## src/rtl/elevator_pkg.sv

```systemverilog
// Shared types and limits for the SCAN elevator controller.
package elevator_pkg;

    typedef enum logic [1:0] {
        IDLE,
        MOVE_UP,
        MOVE_DOWN,
        DOOR_OPEN
    } state_t;

    typedef enum logic {
        DIR_UP,
        DIR_DOWN
    } dir_t;

    localparam int MAX_FLOORS = 64;

endpackage

```

## src/rtl/elevator_req_tracker.sv

```systemverilog
// Pending-call bitmap with set/clear arbitration and SCAN look-ahead flags.
// Flags use the pending bits plus any call accepted this cycle.
module elevator_req_tracker
    import elevator_pkg::*;
#(
    parameter int FLOOR_COUNT = 16,
    parameter int FLOOR_W     = $clog2(FLOOR_COUNT)
) (
    input  logic                   clk,
    input  logic                   reset,
    input  logic                   req_valid,
    input  logic [FLOOR_W-1:0]     req_floor,
    input  logic [FLOOR_W-1:0]     floor,
    input  logic [FLOOR_W-1:0]     target,
    input  logic                   block_here,
    input  logic                   clear_en,
    input  logic [FLOOR_W-1:0]     clear_floor,
    input  logic                   clear_all,
    output logic [FLOOR_COUNT-1:0] pending,
    output logic                   here,
    output logic                   any_above,
    output logic                   any_below,
    output logic                   hit_target
);

    logic [FLOOR_COUNT-1:0] pending_reg;
    logic [FLOOR_COUNT-1:0] pending_next;
    logic [FLOOR_COUNT-1:0] set_mask;
    logic [FLOOR_COUNT-1:0] clr_mask;
    logic [FLOOR_COUNT-1:0] eff_mask;
    logic [FLOOR_COUNT-1:0] here_mask;
    logic [FLOOR_COUNT-1:0] above_mask;
    logic [FLOOR_COUNT-1:0] below_mask;
    logic [FLOOR_COUNT-1:0] target_mask;

    // Out-of-range request floors match no bit, so they are dropped here.
    genvar gi;
    for (gi = 0; gi < FLOOR_COUNT; gi++) begin : g_floor
        localparam logic [FLOOR_W-1:0] FLOOR_ID = FLOOR_W'(gi);
        assign set_mask[gi]    = req_valid && !clear_all && (req_floor == FLOOR_ID)
                                 && !(block_here && (floor == FLOOR_ID));
        assign clr_mask[gi]    = clear_all || (clear_en && (clear_floor == FLOOR_ID));
        assign here_mask[gi]   = (floor == FLOOR_ID);
        assign above_mask[gi]  = (FLOOR_ID > floor);
        assign below_mask[gi]  = (FLOOR_ID < floor);
        assign target_mask[gi] = (target == FLOOR_ID);
    end

    assign eff_mask     = pending_reg | set_mask;
    // Clear beats a simultaneous set: the door is opening at that floor.
    assign pending_next = eff_mask & ~clr_mask;

    assign here       = |(eff_mask & here_mask);
    assign any_above  = |(eff_mask & above_mask);
    assign any_below  = |(eff_mask & below_mask);
    assign hit_target = |(eff_mask & target_mask);
    assign pending    = pending_reg;

    always_ff @(posedge clk or posedge reset) begin
        if (reset) begin
            pending_reg <= '0;
        end else begin
            pending_reg <= pending_next;
        end
    end

endmodule

```

## src/rtl/elevator_scan_ctrl.sv

```systemverilog
// Single-car SCAN elevator controller: FSM, travel timer and door dwell timer.
// Optional emergency recall to floor 0 is built when ELEV_EMERGENCY_EN is defined.
module elevator_scan_ctrl
    import elevator_pkg::*;
#(
    parameter int FLOOR_COUNT   = 16,
    parameter int FLOOR_W       = $clog2(FLOOR_COUNT),
    parameter int TRAVEL_CYCLES = 4,
    parameter int DOOR_CYCLES   = 8
) (
    input  logic                   clk,
    input  logic                   reset,
    input  logic                   req_valid,
    input  logic [FLOOR_W-1:0]     req_floor,
`ifdef ELEV_EMERGENCY_EN
    input  logic                   emergency,
`endif
    output logic [FLOOR_W-1:0]     elevator_floor,
    output logic                   moving_up,
    output logic                   moving_down,
    output logic                   door_open,
    output logic                   arrived,
    output logic [FLOOR_COUNT-1:0] pending
);

    localparam int TW = (TRAVEL_CYCLES > 1) ? $clog2(TRAVEL_CYCLES) : 1;
    localparam int DW = (DOOR_CYCLES > 1) ? $clog2(DOOR_CYCLES) : 1;
    localparam logic [TW-1:0]      TRAVEL_LAST = TW'(TRAVEL_CYCLES - 1);
    localparam logic [DW-1:0]      DOOR_LAST   = DW'(DOOR_CYCLES - 1);
    localparam logic [FLOOR_W-1:0] TOP_FLOOR   = FLOOR_W'(FLOOR_COUNT - 1);

    state_t             state_reg, state_next, sel_state;
    dir_t               last_dir_reg, dir_next;
    logic [FLOOR_W-1:0] floor_reg, floor_next, target;
    logic [TW-1:0]      travel_reg, travel_next;
    logic [DW-1:0]      door_reg, door_next;
    logic               arrived_reg, arrived_next;
    logic               here, any_above, any_below, hit_target;
    logic               emerg, req_here;

`ifdef ELEV_EMERGENCY_EN
    assign emerg = emergency;
`else
    assign emerg = 1'b0;
`endif

    assign req_here = req_valid && (req_floor == floor_reg) && !emerg;

    always_comb begin
        target = floor_reg;
        if (state_reg == MOVE_UP) begin
            target = floor_reg + FLOOR_W'(1);
        end else if (state_reg == MOVE_DOWN) begin
            target = floor_reg - FLOOR_W'(1);
        end
    end

    elevator_req_tracker #(
        .FLOOR_COUNT (FLOOR_COUNT),
        .FLOOR_W     (FLOOR_W)
    ) u_tracker (
        .clk         (clk),
        .reset       (reset),
        .req_valid   (req_valid),
        .req_floor   (req_floor),
        .floor       (floor_reg),
        .target      (target),
        .block_here  (state_reg == DOOR_OPEN),
        .clear_en    (arrived_next),
        .clear_floor (floor_next),
        .clear_all   (emerg),
        .pending     (pending),
        .here        (here),
        .any_above   (any_above),
        .any_below   (any_below),
        .hit_target  (hit_target)
    );

    // SCAN choice made from IDLE and at the end of every door dwell.
    always_comb begin
        sel_state = IDLE;
        if (emerg) begin
            sel_state = (floor_reg == '0) ? DOOR_OPEN : MOVE_DOWN;
        end else if (here) begin
            sel_state = DOOR_OPEN;
        end else if (any_above && any_below) begin
            sel_state = (last_dir_reg == DIR_UP) ? MOVE_UP : MOVE_DOWN;
        end else if (any_above) begin
            sel_state = MOVE_UP;
        end else if (any_below) begin
            sel_state = MOVE_DOWN;
        end
    end

    always_comb begin
        state_next  = state_reg;
        floor_next  = floor_reg;
        dir_next    = last_dir_reg;
        travel_next = '0;
        door_next   = '0;
        unique case (state_reg)
            IDLE: state_next = sel_state;
            MOVE_UP: begin
                if (travel_reg != TRAVEL_LAST) begin
                    travel_next = travel_reg + TW'(1);
                end else if (floor_reg == TOP_FLOOR) begin
                    state_next = emerg ? MOVE_DOWN : IDLE;
                end else begin
                    floor_next = target;
                    if (emerg) begin
                        state_next = MOVE_DOWN;
                    end else if (hit_target) begin
                        state_next = DOOR_OPEN;
                    end else if (!any_above) begin
                        state_next = IDLE;
                    end
                end
            end
            MOVE_DOWN: begin
                if (travel_reg != TRAVEL_LAST) begin
                    travel_next = travel_reg + TW'(1);
                end else if (floor_reg == '0) begin
                    state_next = emerg ? DOOR_OPEN : IDLE;
                end else begin
                    floor_next = target;
                    if (emerg) begin
                        if (target == '0) begin
                            state_next = DOOR_OPEN;
                        end
                    end else if (hit_target) begin
                        state_next = DOOR_OPEN;
                    end else if (!any_below) begin
                        state_next = IDLE;
                    end
                end
            end
            DOOR_OPEN: begin
                // Emergency at floor 0 holds the door with the dwell timer parked.
                if (emerg && (floor_reg == '0)) begin
                    door_next = '0;
                end else if (req_here) begin
                    door_next = '0;
                end else if (door_reg != DOOR_LAST) begin
                    door_next = door_reg + DW'(1);
                end else begin
                    state_next = sel_state;
                end
            end
            default: state_next = IDLE;
        endcase
        if (state_next == MOVE_UP) begin
            dir_next = DIR_UP;
        end else if (state_next == MOVE_DOWN) begin
            dir_next = DIR_DOWN;
        end
    end

    assign arrived_next = (state_next == DOOR_OPEN) && (state_reg != DOOR_OPEN);

    always_ff @(posedge clk or posedge reset) begin
        if (reset) begin
            state_reg    <= IDLE;
            floor_reg    <= '0;
            last_dir_reg <= DIR_UP;
            travel_reg   <= '0;
            door_reg     <= '0;
            arrived_reg  <= 1'b0;
        end else begin
            state_reg    <= state_next;
            floor_reg    <= floor_next;
            last_dir_reg <= dir_next;
            travel_reg   <= travel_next;
            door_reg     <= door_next;
            arrived_reg  <= arrived_next;
        end
    end

    assign elevator_floor = floor_reg;
    assign moving_up      = (state_reg == MOVE_UP);
    assign moving_down    = (state_reg == MOVE_DOWN);
    assign door_open      = (state_reg == DOOR_OPEN);
    assign arrived        = arrived_reg;

endmodule

```

## config.mk

```make
export PLATFORM = sky130hd
export DESIGN_NAME = elevator_scan_ctrl
export DESIGN_NICKNAME = d
export VERILOG_FILES = /design/src/rtl/elevator_pkg.sv /design/src/rtl/elevator_req_tracker.sv /design/src/rtl/elevator_scan_ctrl.sv
export SDC_FILE = /design/constraint.sdc
export NUM_CORES = 1
export LEC_CHECK = 0
export CAP_MARGIN = 20
export CORE_UTILIZATION = 28
export CTS_CLUSTER_SIZE = 24
export DETAILED_ROUTE_END_ITERATION = 7
export GPL_ROUTABILITY_DRIVEN = 0
export PLACE_DENSITY = 0.51
export SKIP_LAST_GASP = 1
export SLEW_MARGIN = 0
export SYNTH_ARGS = -nofsm -noshare
export SYNTH_HDL_FRONTEND = slang
export SYNTH_SLANG_ARGS = --single-unit
```

## constraint.sdc

```tcl
create_clock -name clk -period 7.5 [get_ports clk]
set_input_delay 1.5 -clock clk [delete_from_list [all_inputs] [get_ports clk]]
set_output_delay 1.5 -clock clk [all_outputs]
set_load 0.02 [all_outputs]
```

# == Yosys cells after proc, flatten, opt, wreduce, memory -nomap -nowiden ==
# Cells that the tools add are included.
# totals
regBits,29
latch_bits,0
mem_bits_rw,0
mem_bits_ro,0
out_inout_bits,24
n_memories,0
# classes
n_addsub,4
multipliers,0
div,0
magnitude_cmp,32
eq_ne,70
shifts,0
muxes,30
bitwise,7
reduce_logical,94
# op_table
cell,count
$eq 4x4->1 const B,32
$and 16x16->16,5
$logic_and 1x1->1,67
$eq 4x3->1 const B,16
$reduce_or 16->1,4
$mux 2,17
$eq 4x2->1 const B,8
$gt 4x4->1 const A,8
$lt 4x4->1 const A,8
$mux 4,6
$eq 4x1->1 const B,4
$gt 3x4->1 const A,4
$logic_not 1->1,16
$logic_not 4->1,4
$lt 3x4->1 const A,4
$not 16->16,1
$or 16x16->16,1
$mux 3,3
$eq 2x2->1 const B,4
$gt 1x4->1 const A,2
$gt 2x4->1 const A,2
$lt 1x4->1 const A,2
$lt 2x4->1 const A,2
$pmux 2 s4,1
13 further kinds,16

# == Logic depth before layout (Yosys ltp) ==
# Gate-level depths: netlist of the first run.
# depth
ltp_word,19
ltp_mapped,19
depth_no_buf,17

# == Modules after synthesis ==
# Synthesis of the first run repeated with hierarchy kept, for this count alone.
# unflattened
cells_unflattened,349
area_unflattened_um2,2762.6
# modules_own_cells
mod,n_inst,cells_per_inst,area_each_um2,seq_area_each_um2
elevator_req_tracker,1,245,1815.5,400.4
elevator_scan_ctrl,1,104,947.2,325.3

# == Least setup slack after synthesis of the first run ==
# Ideal clock, no wire load.
# synth_path
kind,input to register
startpoint,in req_floor[1]
endpoint,reg u_tracker.pending_reg[11] (netlist: u_tracker.pending[11])
arrival_time_ps,4313
setup_slack_ps,3109
path_stages,16
n_path_buf,2
path_cell_list,buf_6 > and2_4 > buf_6 > a21o_1 > a211o_1 > a2111oi_4 > o2111ai_2 > a32oi_1 > o221ai_2 > o311ai_2 > o311ai_0 > ha_1 > inv_1 > nor2_1 > and3_1 > a21oi_1
# synth_via
elab_chain_cells,18
elab_cells_between_ends,80
cone_classes,17 x eq/ne; 15 x mux; 7 x bitwise; 41 x reduce/logical
# synth_lines
element,line_no,rtl
from (decl),elevator_scan_ctrl.sv:14,"input logic [FLOOR_W-1:0] req_floor,"
$eq 4x1->1 (tied with other cells),elevator_req_tracker.sv:40,assign set_mask[gi] = req_valid && !clear_all && (req_floor == FLOOR_ID)
$logic_and 1x1->1,elevator_req_tracker.sv:40,
$logic_and 1x1->1,elevator_req_tracker.sv:41,&& !(block_here && (floor == FLOOR_ID));
$or 16x16->16,elevator_req_tracker.sv:49,assign eff_mask = pending_reg | set_mask;
$and 16x16->16,elevator_req_tracker.sv:55,assign any_below = |(eff_mask & below_mask);
$reduce_or 16->1,elevator_req_tracker.sv:55,
$mux 2,elevator_scan_ctrl.sv:90,end else if (any_below) begin
$mux 2,elevator_scan_ctrl.sv:88,end else if (any_above) begin
(+5 left out),-,
net state_next[1],elevator_scan_ctrl.sv:32,"state_t state_reg, state_next, sel_state;"
$eq 2x2->1 *,elevator_scan_ctrl.sv:158,assign arrived_next = (state_next == DOOR_OPEN) && (state_reg != DOOR_OPEN);
$logic_and 1x1->1 *,elevator_scan_ctrl.sv:158,
net arrived_next,elevator_scan_ctrl.sv:37,"logic arrived_reg, arrived_next;"
$logic_and 1x1->1 *,elevator_req_tracker.sv:42,assign clr_mask[gi] = clear_all || (clear_en && (clear_floor == FLOOR_ID));
$not 16->16 *,elevator_req_tracker.sv:51,assign pending_next = eff_mask & ~clr_mask;
$and 16x16->16 *,elevator_req_tracker.sv:51,
net u_tracker.pending_next[11],elevator_req_tracker.sv:27,logic [FLOOR_COUNT-1:0] pending_next;
to (signal assigned),elevator_req_tracker.sv:63,pending_reg <= pending_next;
to (decl),elevator_req_tracker.sv:26,logic [FLOOR_COUNT-1:0] pending_reg;
# The timed path passes the listed nets; every way through them passes the cells marked *.
# A chain may end at the register's enable or synchronous reset.

# == Worst setup path after layout of the first run ==
# layout_path
startpoint,in req_valid
endpoint,reg u_tracker.pending_reg[8] (netlist: u_tracker.pending[8])
# layout_via
elab_chain_cells,17
elab_cells_between_ends,63
cone_classes,1 x eq/ne; 15 x mux; 7 x bitwise; 40 x reduce/logical
# layout_lines
element,line_no,rtl
from (decl),elevator_scan_ctrl.sv:13,"input logic req_valid,"
$logic_and 1x1->1,elevator_req_tracker.sv:40,
$logic_and 1x1->1,elevator_req_tracker.sv:41,
$or 16x16->16,elevator_req_tracker.sv:49,
$and 16x16->16,elevator_req_tracker.sv:55,
$reduce_or 16->1,elevator_req_tracker.sv:55,
$mux 2,elevator_scan_ctrl.sv:90,
$mux 2,elevator_scan_ctrl.sv:88,
$mux 2,elevator_scan_ctrl.sv:86,end else if (any_above && any_below) begin
(+3 left out),-,
$pmux 2 s4 *,elevator_scan_ctrl.sv:101,unique case (state_reg)
net state_next[1],elevator_scan_ctrl.sv:32,
$eq 2x2->1 *,elevator_scan_ctrl.sv:158,
$logic_and 1x1->1 *,elevator_scan_ctrl.sv:158,
$logic_and 1x1->1 *,elevator_req_tracker.sv:42,
$not 16->16 *,elevator_req_tracker.sv:51,
$and 16x16->16 *,elevator_req_tracker.sv:51,
net u_tracker.pending_next[8],elevator_req_tracker.sv:27,
# Marks and branches as above.

==> results of run 1 <==
==> worst paths after layout <==
kind                                                  end  cells past startpoint  slack (ns)
min reg2reg                         door_reg[0]$_DFF_PP0_                      1        0.44
min                                 door_reg[0]$_DFF_PP0_                      1        0.44
max in group asynchronous  u_tracker.pending[2]$_DFF_PP0_                      3        5.65
max reg2reg                u_tracker.pending[8]$_DFF_PP0_                     15        2.62
min in group asynchronous        last_dir_reg$_DFFE_PP0P_                      3        1.58
max                        u_tracker.pending[8]$_DFF_PP0_                     14        1.76
==> stage by stage <==
stage                     power (W)  hold slack [ns]  setup slack [ns]  std cells  utilization [%]
after floorplan            0.000864            0.414              3.11        374                -
after global placement      0.00110            0.423              1.68        518             31.9
after detailed placement    0.00108            0.433              1.52        518             31.9
after CTS                   0.00123            0.442              1.81        526             32.8
after global routing        0.00133            0.463              1.47        526             32.8
final                       0.00125            0.443              1.76        526             32.8
==> kinds of logic after synthesis <==
logic type	share of synthesized area (%)
compound gates	33.9
xor+xnor	1.73
fa+ha+maj	6.18
buf+inv	9.27
flops	23.9
mux	1.07
simple gates	23.9
==> placed cells by master, fill, tap and decap left out, types with 4 or more instances in the layout <==
cell type / instances
a21o_1: 4
a21oi_1: 42
a221oi_1: 5
a22oi_1: 5
a31oi_1: 15
and2_1: 7
and3_1: 4
clkbuf_8: 6
clkdlybuf4s50_1: 30
dfrtp_1: 29
ha_1: 15
inv_1: 18
nand2_1: 22
nand3_1: 11
nand3b_1: 4
nand4_1: 4
nand4b_1: 5
nor2_1: 37
nor2b_1: 4
nor3_1: 9
o21ai_0: 14
o22ai_1: 6
or2_2: 4
==> where the power goes <==
group          total (W)  internal, W  switching [W]
sequential      0.000284     0.000203      0.0000813
combinational   0.000821     0.000330       0.000492
clock           0.000143    0.0000743      0.0000685
==> metal layers <==
layer	wire, um	vias to the layer above	global-route usage [%]
li1	-	1448	-
met1	4690	1521	27.4
met2	4720	212	27.7
met3	992	34	3.99
met4	378	0	9.72
met5	0	-	0
==> final cells by class <==
| class | count | area share [%] |
|---|---|---|
| multi-input combinational | 301 | 59.4 |
| sequential | 29 | 21.3 |
| timing repair buffer | 33 | 9.45 |
| tap | 136 | 4.98 |
| clock buffer | 6 | 2.42 |
| inverter | 19 | 2.09 |
| clock inverter | 2 | 0.403 |
==> summary.md, run 1 <==
| Metric | Value |
|---|---|
| Initial antenna violation count | 0 |
| Max clock buf depth | 2 |
| Remaining Overflow, GRT | 0 |
| CTS tree | yes |
| P per Cell Area | between 300 and 400 nW/um2 |
| Max-slew headroom | roughly a third |
| Drt drc | 0 |
| Gate Count Post-Synth | 374 |
| Origin of the worst setup path | req_valid |
| Area of the multi-input gates | around 2000 um2 |
| Hold crit path type | register to register |
| Post-DRT Antenna Nets | 0 |
| Fin crit share | 76.5% |
| Core Rows | 37 |
| Synth Flop Type | dfrtp_1 |
| IO Count | 31 |
| Setup Fix Bufs, Post-CTS | 0 |
| Storage cell area | 726 um2 |
| Largest delay share family, worst path | compound AO/OA/AOI/OAI gates |
| Worst-Margin Slew | between 1 and 1.5 ns |
| Hold buffers post-CTS | 0 |
| Htree depth | 2 |
| Ys Warns | 0 |
| Core ar. | approximately 10000 um2 |
| CP Launch Type | input pin |
| Fmax | 0.174 GHz |
| Drt wl/cell | 20.5 um |
| Yosys cell types | between 70 and 80 |
| Area grow syn2layout | 12.5% |
| Final min period | around 5.7 ns |
| Cell area after layout | about 3400 um2 |
| Synth area leaders | dfrtp_1 24%, a21oi_1 6.9%, ha_1 6.2%, nor2_1 4.6%, a31oi_1 3.1% |
| Clock Root Buffer | clkbuf_8 |
| Worst stage delay on the critical path | about 0.73 ns |
| Post-synth ARST share | 100% |
| Synth Area per Inst | roughly 8.1 um2 |
| Setup-failing EPs final | 0 |
| Post-synthesis sequential area ratio | a little under a quarter |
| Inserted Diodes | 0 |
| Initial core utilization | around 29% |
| Unrepaired setup endpoints after global routing | false |
| Vias in the first global route | 2943 |
| Outcome | complete, no violations |
| Clk slew on worst S/H paths | ~0.07 ns |
| CP Class | input pin to register |
| Die height | 106 um |
| Total GRT Usage | between 10% and 20% |
| First-pass GRT wire length | roughly 17000 um |
| Final WL | between 10000 and 15000 um |
| Die area | 11300 um2 |
| Reg2Reg Launch Point | elevator_floor[0]$_DFF_PP0_ |
| Top cell type's share of synthesized area | a little under a quarter |
| Final Hold Vio Count | 0 |
| Static leakage | roughly 1.3 nW |
| Cell type with the largest total area after synthesis | dfrtp_1 |
| Syn Nets | 396 |
| WP data required | 7.63 ns |
| Nets | around 400 |
| CTS Buf Count | 5 |
| Synthesized area | around 3000 um2 |
| Routed vias/inst | 6.11 |
| Max Cap Violations | 0 |
| Commonest cells in the netlist | 42 x a21oi_1, 37 x nor2_1, 29 x dfrtp_1, 22 x nand2_1, 18 x inv_1 |
| Layout cells sized above 1 | approximately a tenth |
| Vias | 3215 |
| Clk_lat worst skew | ~0.29 ns |
| First DRT Iteration DRCs | 340 |
| Synth Register Bits | 29 |
| Worst VDD drop | ~0.12 mV |
| Max Slew Vio Count | 0 |
| Most frequent cell after synthesis | a21oi_1 |
| TritonRoute pass-1 iters | 7 |
| Worst EP arrival | 5.87 ns |
| Worst Skew | approximately 0.00083 ns |
| Sink Count | 29 |
| Post-CTS Resized | 0 |
| Post-synth EDFFs | 0 |
| FILL cells | approximately 1100 |
| Largest register FFs | 16 |
| Worst-path maximum fanout | 10 |
| CP cell instances | clkdlybuf4s50_1, nor3b_2, a31oi_1, o21bai_1, o2111a_1, a211oi_1, a32oi_1, o221ai_2, a21oi_1, o311ai_0, ha_1, inv_1, nor4_1, a21boi_0 |
| Total Neg Setup Slack | 0 ns |
| Crit-path slowest cell | nor3b_2 |
| Buffers & Inverters on Critical Path | 2 |
| Largest net degree at the start of global routing | 33 |
| DP Area | ~3300 um2 |
| Critical Path End Type | register |
| Die X | 106 um |
| Port-buffer cells | 30 |
| Hold Crit Start | door_reg[0]$_DFF_PP0_ |
| Dpl hpwl | 7960 um |
(Power assumes the default switching activity.)
==> run 2, diff against run 1 <==
- clock period: 7.5 -> 5.4 ns (I/O delays scaled with it)
==> summary.md, run 2 (same netlist as run 1, synthesis figures left out) <==
| Metric | Value |
|---|---|
| Outcome | complete, no violations |
| Largest delay share family, worst path | simple AND/OR/NAND/NOR gates |
| TritonRoute pass-1 iters | 5 (-2) |
| Fmax | between 0.2 and 0.25 GHz |
| CTS tree | yes |
| Cell area after layout | 3540 um2 (+3.7%) |
| Clk slew on worst S/H paths | 0.07 ns (about the same) |
| Unrepaired setup endpoints after global routing | false |
| Setup Fix Bufs, Post-CTS | 0 (unchanged) |
| Max-slew headroom | 40.7% (+8.0 points) |
| Buffers & Inverters on Critical Path | 2 (unchanged) |
| Worst-Margin Slew | 0.890 ns (-0.119 ns) |
| Total GRT Usage | 19.5% (+0.10 points) |
| Nets | 425 (+3.4%) |
| Worst EP arrival | 5.08 ns (-0.79 ns) |
| Commonest non-fill, non-tap cell in the layout | a21oi_1 |
| Die area | 11300 um2 (unchanged) |
| Post-DRT Antenna Nets | 0 (unchanged) |
| Critical Path End Type | register |
| Crit-path slowest cell | clkdlybuf4s50_1 |
| Dpl hpwl | 8440 um (+6.1%) |
| Sink Count | 29 (unchanged) |
| Hold WS | 0.442 ns (-0.000982 ns) |
| P per Cell Area | 504 nW/um2 (+38%) |
| CTS Buf Count | 5 (unchanged) |
| CP Launch Type | input pin |
| Reg2Reg Setup Slack | 0.89 ns (-1.73 ns) |
| Placed cells | 532 (+2.7%) |
| First DRT Iteration DRCs | 486 (+43%) |
| Clk_lat worst skew | 0.29 ns (about the same) |
| Area of the multi-input gates | 2030 um2 (unchanged) |
| Metal3 WL | 963 um (-2.9%) |
| Final min period | about 4.9 ns |
| Port-buffer cells | 30 (unchanged) |
| WP data required | 5.56 ns (-2.07 ns) |
| Die height | 106 um (unchanged) |
| Drt drc | 0 (unchanged) |
| Setup-failing EPs final | 0 (unchanged) |
| Met2 routed WL | 4690 um (-0.61%) |
| Htree depth | 2 (unchanged) |
| Static leakage | 1.36 nW (+6.3%) |
| Largest net degree at the start of global routing | 26 (-21%) |
| Worst-path maximum fanout | 8 (-2) |
| Final cell count without fillers | 540 (+2.7%) |
| Die X | 106 um (unchanged) |
| Worst VDD drop | 0.183 mV (+47%) |
| Largest register FFs | 16 (unchanged) |
| Vias in the first global route | 3014 (+2.4%) |
| Routed vias/inst | 6.10 (-0.20%) |
| Met1 wire length | 4880 um (+4.2%) |
| Post-CTS Resized | 0 (unchanged) |
| Area grow syn2layout | 16.6% |
| Core Rows | 37 (unchanged) |
| Worst Skew | 0.00999 ns (+0.00916 ns) |
| Layout cells sized above 1 | 13.1% (+3.1 points) |
| Drt wl/cell | 20.2 um (-1.2%) |
| First-pass GRT wire length | 17100 um (+1.4%) |
| CP Class | input pin to register |
| Initial antenna violation count | 0 (unchanged) |
| Vias | 3294 (+2.5%) |
| Power after layout | 0.00178 W (+43%) |
| Hold buffers post-CTS | 0 (unchanged) |
| FILL cells | 1083 (-2.3%) |
| Commonest cells after routing, fill and taps aside | 42 x a21oi_1, 37 x nor2_1, 30 x clkdlybuf4s50_1 |
| Max Slew Vio Count | 0 (unchanged) |
| DP Area | 3440 um2 (+3.8%) |
| Inserted Diodes | 0 (unchanged) |
| Max clock buf depth | 2 (unchanged) |
| Clock Root Buffer | clkbuf_8 |
| Max Cap Violations | 0 (unchanged) |
| Storage cell area | 726 um2 (unchanged) |
| Remaining Overflow, GRT | 0 (unchanged) |
| Hold crit path type | register to register |
| Total Neg Setup Slack | 0 ns (unchanged) |
| Fin crit share | ~90% |
| IO Count | 31 (unchanged) |
| Final Hold Vio Count | 0 (unchanged) |
| CP cell instances | clkdlybuf4s50_1, and3b_1, a31oi_1, mux2_2, o2111ai_1, o311ai_0, nor2b_1, nand2b_1, o311ai_0, ha_1, inv_1, nor2_1, nand2_1, nor2_1, a21boi_0 |
| Initial core utilization | 29.1% (unchanged) |
| Top Layer Used | met4 |
| Worst stage delay on the critical path | 0.53 ns (-0.20 ns) |
| Final WL | 10900 um (+1.4%) |
| Core ar. | 10400 um2 (unchanged) |
[run 2: power by group]
group,leakage (nW),internal [W],switching [W],total [W]
registers,0.339,0.000282,0.000106,0.000387
clock network,0.0512,0.000103,0.0000955,0.000199
logic,0.971,0.000489,0.000709,0.00120
total,1.36,0.000873,0.000910,0.00178
[run 2: layout make-up]
type	count	area share [%]
Inverter	19	2.01
Multi-Input combinational cell	301	57.3
Clock buffer	6	2.33
Timing Repair Buffer	47	12.7
Sequential cell	29	20.5
Clock inverter	2	0.389
Tap cell	136	4.81
[run 2: metal layers]
metal,vias to the layer above,track usage [%]
met3,36,3.07
met1,1572,28.0
met4,0,8.73
li1,1473,-
met2,213,28.5
met5,-,0
[run 2: final timing paths]
path / startpoint / endpoint / cells past startpoint
max in group asynchronous: reset / elevator_floor[3]$_DFF_PP0_ / 3
worst max-delay path: req_floor[2] / u_tracker.pending[5]$_DFF_PP0_ / 15
min in group asynchronous: reset / door_reg[1]$_DFF_PP0_ / 2
worst max register to register: state_reg[1]$_DFF_PP0_ / u_tracker.pending[2]$_DFF_PP0_ / 17
worst min-delay path: door_reg[0]$_DFF_PP0_ / door_reg[0]$_DFF_PP0_ / 1
worst min register to register: door_reg[0]$_DFF_PP0_ / door_reg[0]$_DFF_PP0_ / 1
[run 2: per-stage QoR]
| step | util, % | worst slack (ns) |
|---|---|---|
| finish | 34.0 | 0.482 |
| detailed placement | 33.1 | 0.255 |
| floorplan | - | 1.36 |
| global placement | 32.8 | 0.185 |
| CTS | 34.0 | 0.530 |
| global route | 34.0 | 0.181 |
==> run 3, diff against run 2 <==
- CAP_MARGIN: 20 -> not set
==> summary.md, run 3 (same netlist as run 1, synthesis figures left out) <==
| Metric | Value |
|---|---|
| Reg2Reg Launch Point | state_reg[0]$_DFF_PP0_ |
| Commonest cells after routing, fill and taps aside | 42 x a21oi_1, 37 x nor2_1, 30 x clkdlybuf4s50_1 |
| Die X | 106 um (unchanged) |
| Max clock buf depth | 2 (unchanged) |
| Power share of the combinational group | 67.1% (about the same) |
| Layout cells sized above 1 | 12.9% (-0.22 points) |
| Worst-Margin Slew | 1.13 ns (+0.239 ns) |
| Drt wl/cell | 20.3 um (+0.11%) |
| WP data required | 5.55 ns (about the same) |
| Storage cell area | 726 um2 (unchanged) |
| Seq pwr share | 21.7% (about the same) |
| Remaining Overflow, GRT | 0 (unchanged) |
| Setup Fix Bufs, Post-CTS | 0 (unchanged) |
| Switch Pwr | 0.000913 W (+0.33%) |
| Core Rows | 37 (unchanged) |
| CP Class | input pin to register |
| Final setup margin | 0.447 ns (-0.0352 ns) |
| Origin of the worst setup path | req_floor[2] |
| Largest register FFs | 16 (unchanged) |
| Initial core utilization | 29.1% (unchanged) |
| Max Slew Vio Count | 0 (unchanged) |
| Hold WS | 0.441 ns (-0.000922 ns) |
| Final WL | 10900 um (about the same) |
| Clk_lat worst skew | 0.29 ns (about the same) |
| Internal Pwr Total | 0.000872 W (-0.20%) |
| CTS Buf Count | 5 (unchanged) |
| Dpl hpwl | 8360 um (-0.96%) |
| First DRT Iteration DRCs | 393 (-19%) |
| Static leakage | 1.35 nW (-0.93%) |
| Clk slew on worst S/H paths | 0.07 ns (about the same) |
| Fin crit share | 91.7% (+0.65 points) |
| Routed vias/inst | 6.29 (+3.2%) |
| Hold Crit Start | travel_reg[0]$_DFF_PP0_ |
| Worst EP arrival | 5.10 ns (+0.02 ns) |
| Hold Crit Depth | 1 (unchanged) |
| Area of the multi-input gates | 2030 um2 (unchanged) |
| Largest net degree at the start of global routing | 30 (+15%) |
| Port-buffer cells | 30 (unchanged) |
| Total Neg Setup Slack | 0 ns (unchanged) |
| Area grow syn2layout | 15.7% |
| Initial antenna violation count | 0 (unchanged) |
| Total GRT Usage | 19.4% (-0.10 points) |
| FILL cells | 1106 (+2.1%) |
| IO Count | 31 (unchanged) |
| Die area | 11300 um2 (unchanged) |
| Sw frac | 51.2% (+0.13 points) |
| Fmax | 0.202 GHz (-0.71%) |
| Drt drc | 0 (unchanged) |
| Inserted Diodes | 0 (unchanged) |
| Pre-CTS setup slack | 0.248 ns (-0.00631 ns) |
| Hold crit path type | register to register |
| Max-slew headroom | 24.7% (-16 points) |
| Commonest non-fill, non-tap cell in the layout | a21oi_1 |
| Core ar. | 10400 um2 (unchanged) |
| Vias in the first global route | 3019 (+0.17%) |
| P per Cell Area | 508 nW/um2 (+0.86%) |
| Worst Skew | 0.00939 ns (-0.000599 ns) |
| Sink Count | 29 (unchanged) |
| TritonRoute pass-1 iters | 6 (+1) |
| Hold buffers post-CTS | 0 (unchanged) |
| First-pass GRT wire length | 16900 um (-1.1%) |
| Unrepaired setup endpoints after global routing | false |
| Outcome | complete, no violations |
| Htree depth | 2 (unchanged) |
| Setup-failing EPs final | 0 (unchanged) |
| Vias | 3392 (+3.0%) |
| Post-DRT Antenna Nets | 0 (unchanged) |
| Critical Path End Type | register |
| Nets | 424 (-0.24%) |
| Max Cap Violations | 0 (unchanged) |
| Clock share of power | 11.1% (about the same) |
| Clock Root Buffer | clkbuf_8 |
| CTS tree | yes |
| CP Launch Type | input pin |
| Final Hold Vio Count | 0 (unchanged) |
| Worst-path maximum fanout | 8 (unchanged) |
| Die height | 106 um (unchanged) |
| Final min period | 4.95 ns (+0.0352 ns) |
| Post-CTS Resized | 0 (unchanged) |
| Worst VDD drop | 0.220 mV (+20%) |
| R2r worst-path depth | 17 (unchanged) |
## run 3: cell types whose count changed in the layout (fill, tap and decap cells not counted)
cell and delta:
buf_16 -1
## run 3: power by group through the flow
stage               Combinational, W  Sequential (W)  Clock [W]
floorplan                   0.000811        0.000389          0
global placement             0.00119        0.000388          0
detailed placement           0.00116        0.000386          0
CTS                          0.00117        0.000382   0.000201
global route                 0.00129        0.000395   0.000213
finish                       0.00120        0.000388   0.000198
## run 3: stage by stage
step	instances	utilization (%)	cell area, um2	total power [W]
floorplan	374	-	3040	0.00120
global placement	531	32.8	3420	0.00158
detailed placement	531	32.8	3420	0.00155
CTS	539	33.7	3510	0.00176
global route	539	33.7	3510	0.00190
finish	539	33.7	3510	0.00178
## run 3: layout make-up
type	count	share of cell area, %
timing repair buffer	46	12.0
clock inverter	2	0.392
clock buffer	6	2.35
multi-input combinational	301	57.7
sequential	29	20.7
inverter	19	2.03
tap	136	4.85
## run 3: path summary, 6_finish.rpt
path / endpoint / slack, ns
worst max-delay path: u_tracker.pending[5]$_DFF_PP0_ / 0.45
worst min-delay path: travel_reg[0]$_DFF_PP0_ / 0.44
worst max register to register: u_tracker.pending[2]$_DFF_PP0_ / 0.90
worst min register to register: travel_reg[0]$_DFF_PP0_ / 0.44
max in group asynchronous: elevator_floor[3]$_DFF_PP0_ / 3.34
min in group asynchronous: state_reg[0]$_DFF_PP0_ / 1.38
## run 3: worst max-delay path, stage by stage
cell	delay, ns
clkdlybuf4s50_1	0.53
and3b_1	0.50
a31oi_1	0.29
mux2_2	0.33
o2111ai_1	0.19
o311ai_0	0.25
nor2b_1	0.23
nand2b_1	0.20
o311ai_0	0.51
ha_1	0.24
inv_1	0.05
nor2_1	0.27
nand2_1	0.08
nor2_1	0.20
a21boi_0	0.14
## run 3: per-layer routing
metal  up-vias  wire length, um  track usage [%]
met4         0              402             7.74
met1      1651             4760             28.1
li1       1480                -                -
met3        39             1010             3.25
met5         -                0                0
met2       222             4750             28.3
